## config.mk

```make
export PLATFORM = sky130hd
export DESIGN_NAME = fft_mul_arbiter
export DESIGN_NICKNAME = d
export VERILOG_FILES = /design/src/rtl/fft_mul_arbiter.sv
export SDC_FILE = /design/constraint.sdc
export NUM_CORES = 1
export LEC_CHECK = 0
export ABC_AREA = 1
export CORE_AREA = 2 2 160 162
export CTS_CLUSTER_DIAMETER = 40
export DETAILED_ROUTE_END_ITERATION = 8
export DIE_AREA = 0 0 162 164
export PLACE_DENSITY = 0.42
export SLEW_MARGIN = 25
export SYNTH_ARGS = -nofsm -noshare
export SYNTH_HDL_FRONTEND = slang
export SYNTH_SLANG_ARGS = --single-unit
export TNS_END_PERCENT = 100
```

## constraint.sdc

```tcl
create_clock -name aclk -period 4.9 [get_ports aclk]
set_clock_uncertainty 0.1 [all_clocks]
set_input_delay 0.98 -clock aclk [delete_from_list [all_inputs] [get_ports aclk]]
set_output_delay 0.98 -clock aclk [all_outputs]
set_load 0.1 [all_outputs]
```

## src/rtl/fft_mul_arbiter.sv

```systemverilog
// fft_mul_arbiter
//
// Frame-granular round-robin arbiter that shares one frequency-domain complex
// multiplier between two AXI-Stream requesters. Whole tlast-delimited frames
// are granted one at a time. The owner of every granted frame is pushed into
// a small tag FIFO. The multiplier's in-order result stream is then steered
// back to the owner at the FIFO head, and the tag is popped on that frame's
// tlast.
//
// Optional feature macro: FRAME_CHECK_EN
//   defined   : per-frame beat counter, sticky frame_err, tlast forced on beat
//               FRAME_BEATS when the upstream frame runs long.
//   undefined : frame_err tied 0, tlast forwarded unmodified.
//
// Ports:
//   aclk, areset          clock, synchronous active-high reset
//   s0_axis_*, s1_axis_*  requester input streams (valid/ready/data/last)
//   mul_in_*              stream towards the multiplier
//   mul_out_*             result stream from the multiplier
//   m0_axis_*, m1_axis_*  per-requester result streams
//   dbg_grant             {busy, owner}
//   dbg_inflight          tag FIFO occupancy
//   frame_err             sticky frame-length error
module fft_mul_arbiter #(
    parameter int DATA_W      = 64,
    parameter int TAG_DEPTH   = 4,
    parameter int FRAME_BEATS = 16384
) (
    input  logic                         aclk,
    input  logic                         areset,
    input  logic                         s0_axis_tvalid,
    output logic                         s0_axis_tready,
    input  logic [DATA_W-1:0]            s0_axis_tdata,
    input  logic                         s0_axis_tlast,
    input  logic                         s1_axis_tvalid,
    output logic                         s1_axis_tready,
    input  logic [DATA_W-1:0]            s1_axis_tdata,
    input  logic                         s1_axis_tlast,
    output logic                         mul_in_tvalid,
    input  logic                         mul_in_tready,
    output logic [DATA_W-1:0]            mul_in_tdata,
    output logic                         mul_in_tlast,
    input  logic                         mul_out_tvalid,
    output logic                         mul_out_tready,
    input  logic [DATA_W-1:0]            mul_out_tdata,
    input  logic                         mul_out_tlast,
    output logic                         m0_axis_tvalid,
    input  logic                         m0_axis_tready,
    output logic [DATA_W-1:0]            m0_axis_tdata,
    output logic                         m0_axis_tlast,
    output logic                         m1_axis_tvalid,
    input  logic                         m1_axis_tready,
    output logic [DATA_W-1:0]            m1_axis_tdata,
    output logic                         m1_axis_tlast,
    output logic [1:0]                   dbg_grant,
    output logic [$clog2(TAG_DEPTH):0]   dbg_inflight,
    output logic                         frame_err
);

    localparam int AW = $clog2(TAG_DEPTH);

    localparam logic [1:0] ST_IDLE  = 2'd0;
    localparam logic [1:0] ST_BUSY0 = 2'd1;
    localparam logic [1:0] ST_BUSY1 = 2'd2;

    // Reject configurations the tag FIFO pointers cannot represent.
    if ((TAG_DEPTH < 2) || ((TAG_DEPTH & (TAG_DEPTH - 1)) != 0) || (FRAME_BEATS < 1)) begin : g_param_check
        $error("fft_mul_arbiter: TAG_DEPTH must be a power of 2 >= 2 and FRAME_BEATS >= 1");
    end

    logic [1:0]    state_r;
    logic [1:0]    state_nxt_s;
    logic          rr_r;
    logic          tag_mem_r [TAG_DEPTH];
    logic [AW-1:0] wr_ptr_r;
    logic [AW-1:0] rd_ptr_r;
    logic [AW:0]   count_r;

    logic          fifo_full_s;
    logic          fifo_empty_s;
    logic          push_s;
    logic          pop_s;
    logic          grant_sel_s;
    logic          head_s;
    logic          src_last_s;
    logic          force_last_s;
    logic          fwd_hs_s;
    logic          frame_end_s;

    assign fifo_full_s  = (count_r == (AW+1)'(TAG_DEPTH));
    assign fifo_empty_s = (count_r == {(AW+1){1'b0}});
    assign head_s       = tag_mem_r[rd_ptr_r];

    // Grant decision in IDLE: the sole valid requester wins, rr breaks ties.
    always_comb begin
        push_s      = 1'b0;
        grant_sel_s = 1'b0;
        if ((state_r == ST_IDLE) && !fifo_full_s) begin
            if (s0_axis_tvalid && s1_axis_tvalid) begin
                push_s      = 1'b1;
                grant_sel_s = rr_r;
            end else if (s0_axis_tvalid) begin
                push_s      = 1'b1;
                grant_sel_s = 1'b0;
            end else if (s1_axis_tvalid) begin
                push_s      = 1'b1;
                grant_sel_s = 1'b1;
            end else begin
                push_s      = 1'b0;
                grant_sel_s = 1'b0;
            end
        end else begin
            push_s      = 1'b0;
            grant_sel_s = 1'b0;
        end
    end

    // Forward mux: the granted requester is wired straight to the multiplier.
    always_comb begin
        mul_in_tvalid  = 1'b0;
        mul_in_tdata   = {DATA_W{1'b0}};
        src_last_s     = 1'b0;
        s0_axis_tready = 1'b0;
        s1_axis_tready = 1'b0;
        case (state_r)
            ST_BUSY0: begin
                mul_in_tvalid  = s0_axis_tvalid;
                mul_in_tdata   = s0_axis_tdata;
                src_last_s     = s0_axis_tlast;
                s0_axis_tready = mul_in_tready;
            end
            ST_BUSY1: begin
                mul_in_tvalid  = s1_axis_tvalid;
                mul_in_tdata   = s1_axis_tdata;
                src_last_s     = s1_axis_tlast;
                s1_axis_tready = mul_in_tready;
            end
            default: begin
                mul_in_tvalid  = 1'b0;
            end
        endcase
    end

    assign mul_in_tlast = src_last_s | force_last_s;
    assign fwd_hs_s     = mul_in_tvalid & mul_in_tready;
    assign frame_end_s  = fwd_hs_s & mul_in_tlast;

    // Next-state logic: hold the grant until the forwarded frame's last beat.
    always_comb begin
        state_nxt_s = state_r;
        case (state_r)
            ST_IDLE: begin
                if (push_s) begin
                    state_nxt_s = grant_sel_s ? ST_BUSY1 : ST_BUSY0;
                end else begin
                    state_nxt_s = ST_IDLE;
                end
            end
            ST_BUSY0, ST_BUSY1: begin
                if (frame_end_s) begin
                    state_nxt_s = ST_IDLE;
                end else begin
                    state_nxt_s = state_r;
                end
            end
            default: begin
                state_nxt_s = ST_IDLE;
            end
        endcase
    end

    // State and round-robin pointer; the loser of a grant is preferred next.
    always_ff @(posedge aclk) begin
        if (areset) begin
            state_r <= ST_IDLE;
            rr_r    <= 1'b0;
        end else begin
            state_r <= state_nxt_s;
            if (push_s) begin
                rr_r <= ~grant_sel_s;
            end
        end
    end

    // Return-path steering by the oldest outstanding tag.
    always_comb begin
        m0_axis_tvalid = 1'b0;
        m1_axis_tvalid = 1'b0;
        mul_out_tready = 1'b0;
        if (!fifo_empty_s) begin
            if (head_s) begin
                m1_axis_tvalid = mul_out_tvalid;
                mul_out_tready = m1_axis_tready;
            end else begin
                m0_axis_tvalid = mul_out_tvalid;
                mul_out_tready = m0_axis_tready;
            end
        end else begin
            mul_out_tready = 1'b0;
        end
    end

    assign m0_axis_tdata = mul_out_tdata;
    assign m1_axis_tdata = mul_out_tdata;
    assign m0_axis_tlast = mul_out_tlast;
    assign m1_axis_tlast = mul_out_tlast;

    assign pop_s = (!fifo_empty_s) & mul_out_tvalid & mul_out_tready & mul_out_tlast;

    // Tag storage; contents are don't-care until written, so no reset.
    always_ff @(posedge aclk) begin
        if (push_s) begin
            tag_mem_r[wr_ptr_r] <= grant_sel_s;
        end
    end

    // Tag FIFO pointers and occupancy; push and pop may coincide.
    always_ff @(posedge aclk) begin
        if (areset) begin
            wr_ptr_r <= {AW{1'b0}};
            rd_ptr_r <= {AW{1'b0}};
            count_r  <= {(AW+1){1'b0}};
        end else begin
            if (push_s) begin
                wr_ptr_r <= wr_ptr_r + AW'(1);
            end
            if (pop_s) begin
                rd_ptr_r <= rd_ptr_r + AW'(1);
            end
            case ({push_s, pop_s})
                2'b10:   count_r <= count_r + (AW+1)'(1);
                2'b01:   count_r <= count_r - (AW+1)'(1);
                default: count_r <= count_r;
            endcase
        end
    end

    assign dbg_grant    = {(state_r != ST_IDLE), (state_r == ST_BUSY1)};
    assign dbg_inflight = count_r;

`ifdef FRAME_CHECK_EN
    localparam int CNT_W = $clog2(FRAME_BEATS + 1);

    logic [CNT_W-1:0] beat_cnt_r;
    logic             frame_err_r;

    // The counter holds beats already accepted, so this is the final allowed beat.
    assign force_last_s = (state_r != ST_IDLE) && (beat_cnt_r == CNT_W'(FRAME_BEATS - 1));
    assign frame_err    = frame_err_r;

    // Beat counter per grant and sticky length error (tlast early or missing).
    always_ff @(posedge aclk) begin
        if (areset) begin
            beat_cnt_r  <= {CNT_W{1'b0}};
            frame_err_r <= 1'b0;
        end else begin
            if (frame_end_s) begin
                beat_cnt_r <= {CNT_W{1'b0}};
            end else if (fwd_hs_s) begin
                beat_cnt_r <= beat_cnt_r + CNT_W'(1);
            end
            if (fwd_hs_s && (src_last_s != force_last_s)) begin
                frame_err_r <= 1'b1;
            end
        end
    end
`else
    assign force_last_s = 1'b0;
    assign frame_err    = 1'b0;
`endif

endmodule

```

==> metrics.md <==
| Metric | Value |
|---|---|
| Syn Inst Count | `~470` |
| Initial antenna violation count | `1` |
| Fmax | `290.0 MHz` |
| Slowest cell on the critical path | `inv_2` |
| Synth cell types | `28` |
| Synth Cell Area | `between 0.002 and 0.003 sq mm` |
| Sink Count | `16` |
| Vias in the first global route | `roughly 2900` |
| LEAKAGE | `0.001680 uW` |
| DR DRC count | `0` |
| Maxcap violations | `0` |
| Routed len/inst | `approximately 14 microns` |
| Syn avg cell area | `6.100 sq um` |
| Post-synthesis async set-or-reset flop share | `0%` |
| Tmin final | `3449 ps` |
| Share of layout cells above drive strength 1 | `roughly 19%` |
| Final setup vio count | `0` |
| Core box area | `~0.025 sq mm` |
| Critical Path Source Type | `register` |
| Final ANT Viol Nets | `0` |
| Max_slew headroom | `33.48%` |
| CTS tree | `yes` |
| Status | `completed` |
| Ports | `a little over 400` |
| Clock Path Buffers | `2` |
| Std cell rows | `a little under 60` |
| Register area share after synthesis | `about 12%` |
| Critical path's largest stage delay | `roughly 600 ps` |
| Critical path, cell by cell | `inv_1, ha_1, inv_2, buf_4, a21oi_1, buf_4` |
| Synth Register Bits | `16` |
| Largest net degree at the start of global routing | `between 50 and 60` |
| Die Wd | `roughly 160 microns` |
| Starting density of the core | `11.65%` |
| Tcrit/Tclk final | `70.38%` |
| Multi-input gate area | `about 0.0013 sq mm` |
| VDD IR-drop max | `0.3874 mV` |
| Worst min path class | `reg -> reg` |
| Final Hold Viols | `0` |
| Post-CTS Resized | `0` |
| Hpwl dp | `between 10000 and 15000 microns` |
| Crit path DAT | `between 2000 and 2500 ps` |
| Ys Warns | `0` |
| # nets final | `760` |
| Syn_nets | `about 690` |
| Reg area | `360.3 sq um` |
| Total power | `3054 uW` |
| Worst setup EP type | `output pin` |
| First-pass GRT wire length | `~17000 microns` |
| Clk pin slew, worst setup/hold paths | `about 50 ps` |
| Num CTS Buffers | `3` |
| DIE HEIGHT | `~160 microns` |
| Total gr overflow | `0` |
| Clk_lat worst skew | `about 250 ps` |
| Worst-Margin Slew | `between 900 and 1000 ps` |
| DR iter-0 viols | `slightly below 100` |
| Setup TNS | `0 ps` |
| Critical path class | `reg -> out` |
| Pre-Repair DR Iteration Count | `4` |
| Crit path max fanout | `between 40 and 50` |
| Gpl congestion | `between 0.7 and 0.8` |
| Fillers | `a little under 3000` |
| Required time worst endpoint | `around 3800 ps` |
| GRT Overall Usage | `~8.4%` |
| Slew Viols, Final | `0` |
| PD cells | `702.3 mW/mm^2` |
| Total wire length | `approximately 12000 microns` |
| Vias | `2933` |
| Port bufs | `roughly 220` |
| Buffer count from post-CTS setup fixing | `0` |
| Most frequent CP cell | `buf_4` |
| Full die area | `about 0.027 sq mm` |
| RSZ-0062 raised after global routing | `false` |
| DR vias/cell | `between 3 and 4` |
| Htree depth | `1` |
| CTS root buffer | `clkbuf_16` |
| Hold-fix buffer count after cts | `0` |
| Area Overhead vs Synth | `50.41%` |
| Post-synth EDFFs | `4` |
| Most frequent cells in the layout | `nand2_1 (143), clkdlybuf4s50_1 (143), buf_4 (76)` |
| Top FF cell, synth | `dfxtp_1` |
## Yosys cell counts (2+ instances only)
master / number / area share [%]
dfxtp_1: 12 / 8.3
nand2_1: 143 / 19
o22ai_1: 2 / 0.43
o21ai_0: 3 / 0.52
ha_1: 8 / 3.5
nor2_1: 14 / 1.8
nand3_2: 5 / 1.7
nand2_2: 7 / 1.5
inv_2: 5 / 0.65
clkbuf_1: 4 / 0.52
nand3_1: 5 / 0.87
edfxtp_1: 4 / 4.2
buf_2: 17 / 2.9
o21ai_1: 2 / 0.35
buf_4: 131 / 34
inv_1: 29 / 3.8
a21oi_1: 72 / 12
## final cells by class
| class | count | area share [%] |
|---|---|---|
| timing repair buffer | 221 | 46.95 |
| multi-input combinational | 271 | 30.38 |
| tap | 330 | 9.494 |
| sequential | 16 | 8.285 |
| inverter | 35 | 3.021 |
| clock buffer | 4 | 1.812 |
| antenna | 1 | 0.05754 |
## metrics by stage
stage | setup slack, ps | area (sq um) | hold WS (ps) | std cells | utilization [%]
floorplan | 375.0 | 2892 | 352.0 | 474 | -
global placement | 1593 | 4268 | 386.1 | 873 | 17.20
detailed placement | 1625 | 4268 | 379.2 | 873 | 17.20
CTS | 1356 | 4347 | 388.3 | 877 | 17.51
global route | 1244 | 4347 | 415.0 | 877 | 17.51
finish | 1451 | 4349 | 385.3 | 878 | 17.52
## where the power goes
part           internal (uW)  switching (uW)  total, uW  leakage (uW)
combinational            587            2100       2680       0.00151
sequential               181            27.7        209      0.000136
clock                    110            52.6        163     0.0000382
total                    879            2180       3050       0.00168
## path summary, 6_finish.rpt
path | start | to | slack (ps) | depth (start not counted)
setup / recovery | state_r[1]$_SDFFE_PP0P_ | mul_in_tdata[33] | 1450 | 6
hold / removal | rr_r$_SDFFE_PP0P_ | rr_r$_SDFFE_PP0P_ | 390 | 2
hold reg to reg | rr_r$_SDFFE_PP0P_ | rr_r$_SDFFE_PP0P_ | 390 | 2
setup reg to reg | state_r[1]$_SDFFE_PP0P_ | dbg_inflight[2]$_SDFFE_PP0P_ | 2680 | 12
## critical path, delay by kind of cell, from the launching register on
kind | cells | cell delay (ps)
buffers and inverters | 4 | 1270
flip-flops | 1 | 350
adder cells (fa/ha/maj) | 1 | 330
AO/OA/AOI/OAI | 1 | 90
## cells by family after synthesis
kind of cell / Yosys count / share of synthesized area (%)
AND/OR/NAND/NOR: 177 / 25.75
flip-flops: 16 / 12.46
XOR/XNOR: 1 / 0.3030
AO/OA/AOI/OAI: 83 / 15.19
adder cells (fa/ha/maj): 9 / 4.154
buffers and inverters: 187 / 42.02
other: 1 / 0.1297
## per-layer routing
metal / wire length, microns / up-vias / global-route usage [%]
met2: 5222 / 153 / 12.09
li1: - / 1488 / -
met4: 787 / 0 / 5.229
met1: 5038 / 1201 / 10.33
met3: 1397 / 91 / 3.687
met5: 0 / - / 0
No activity file was read; power rests on OpenSTA's default activity.
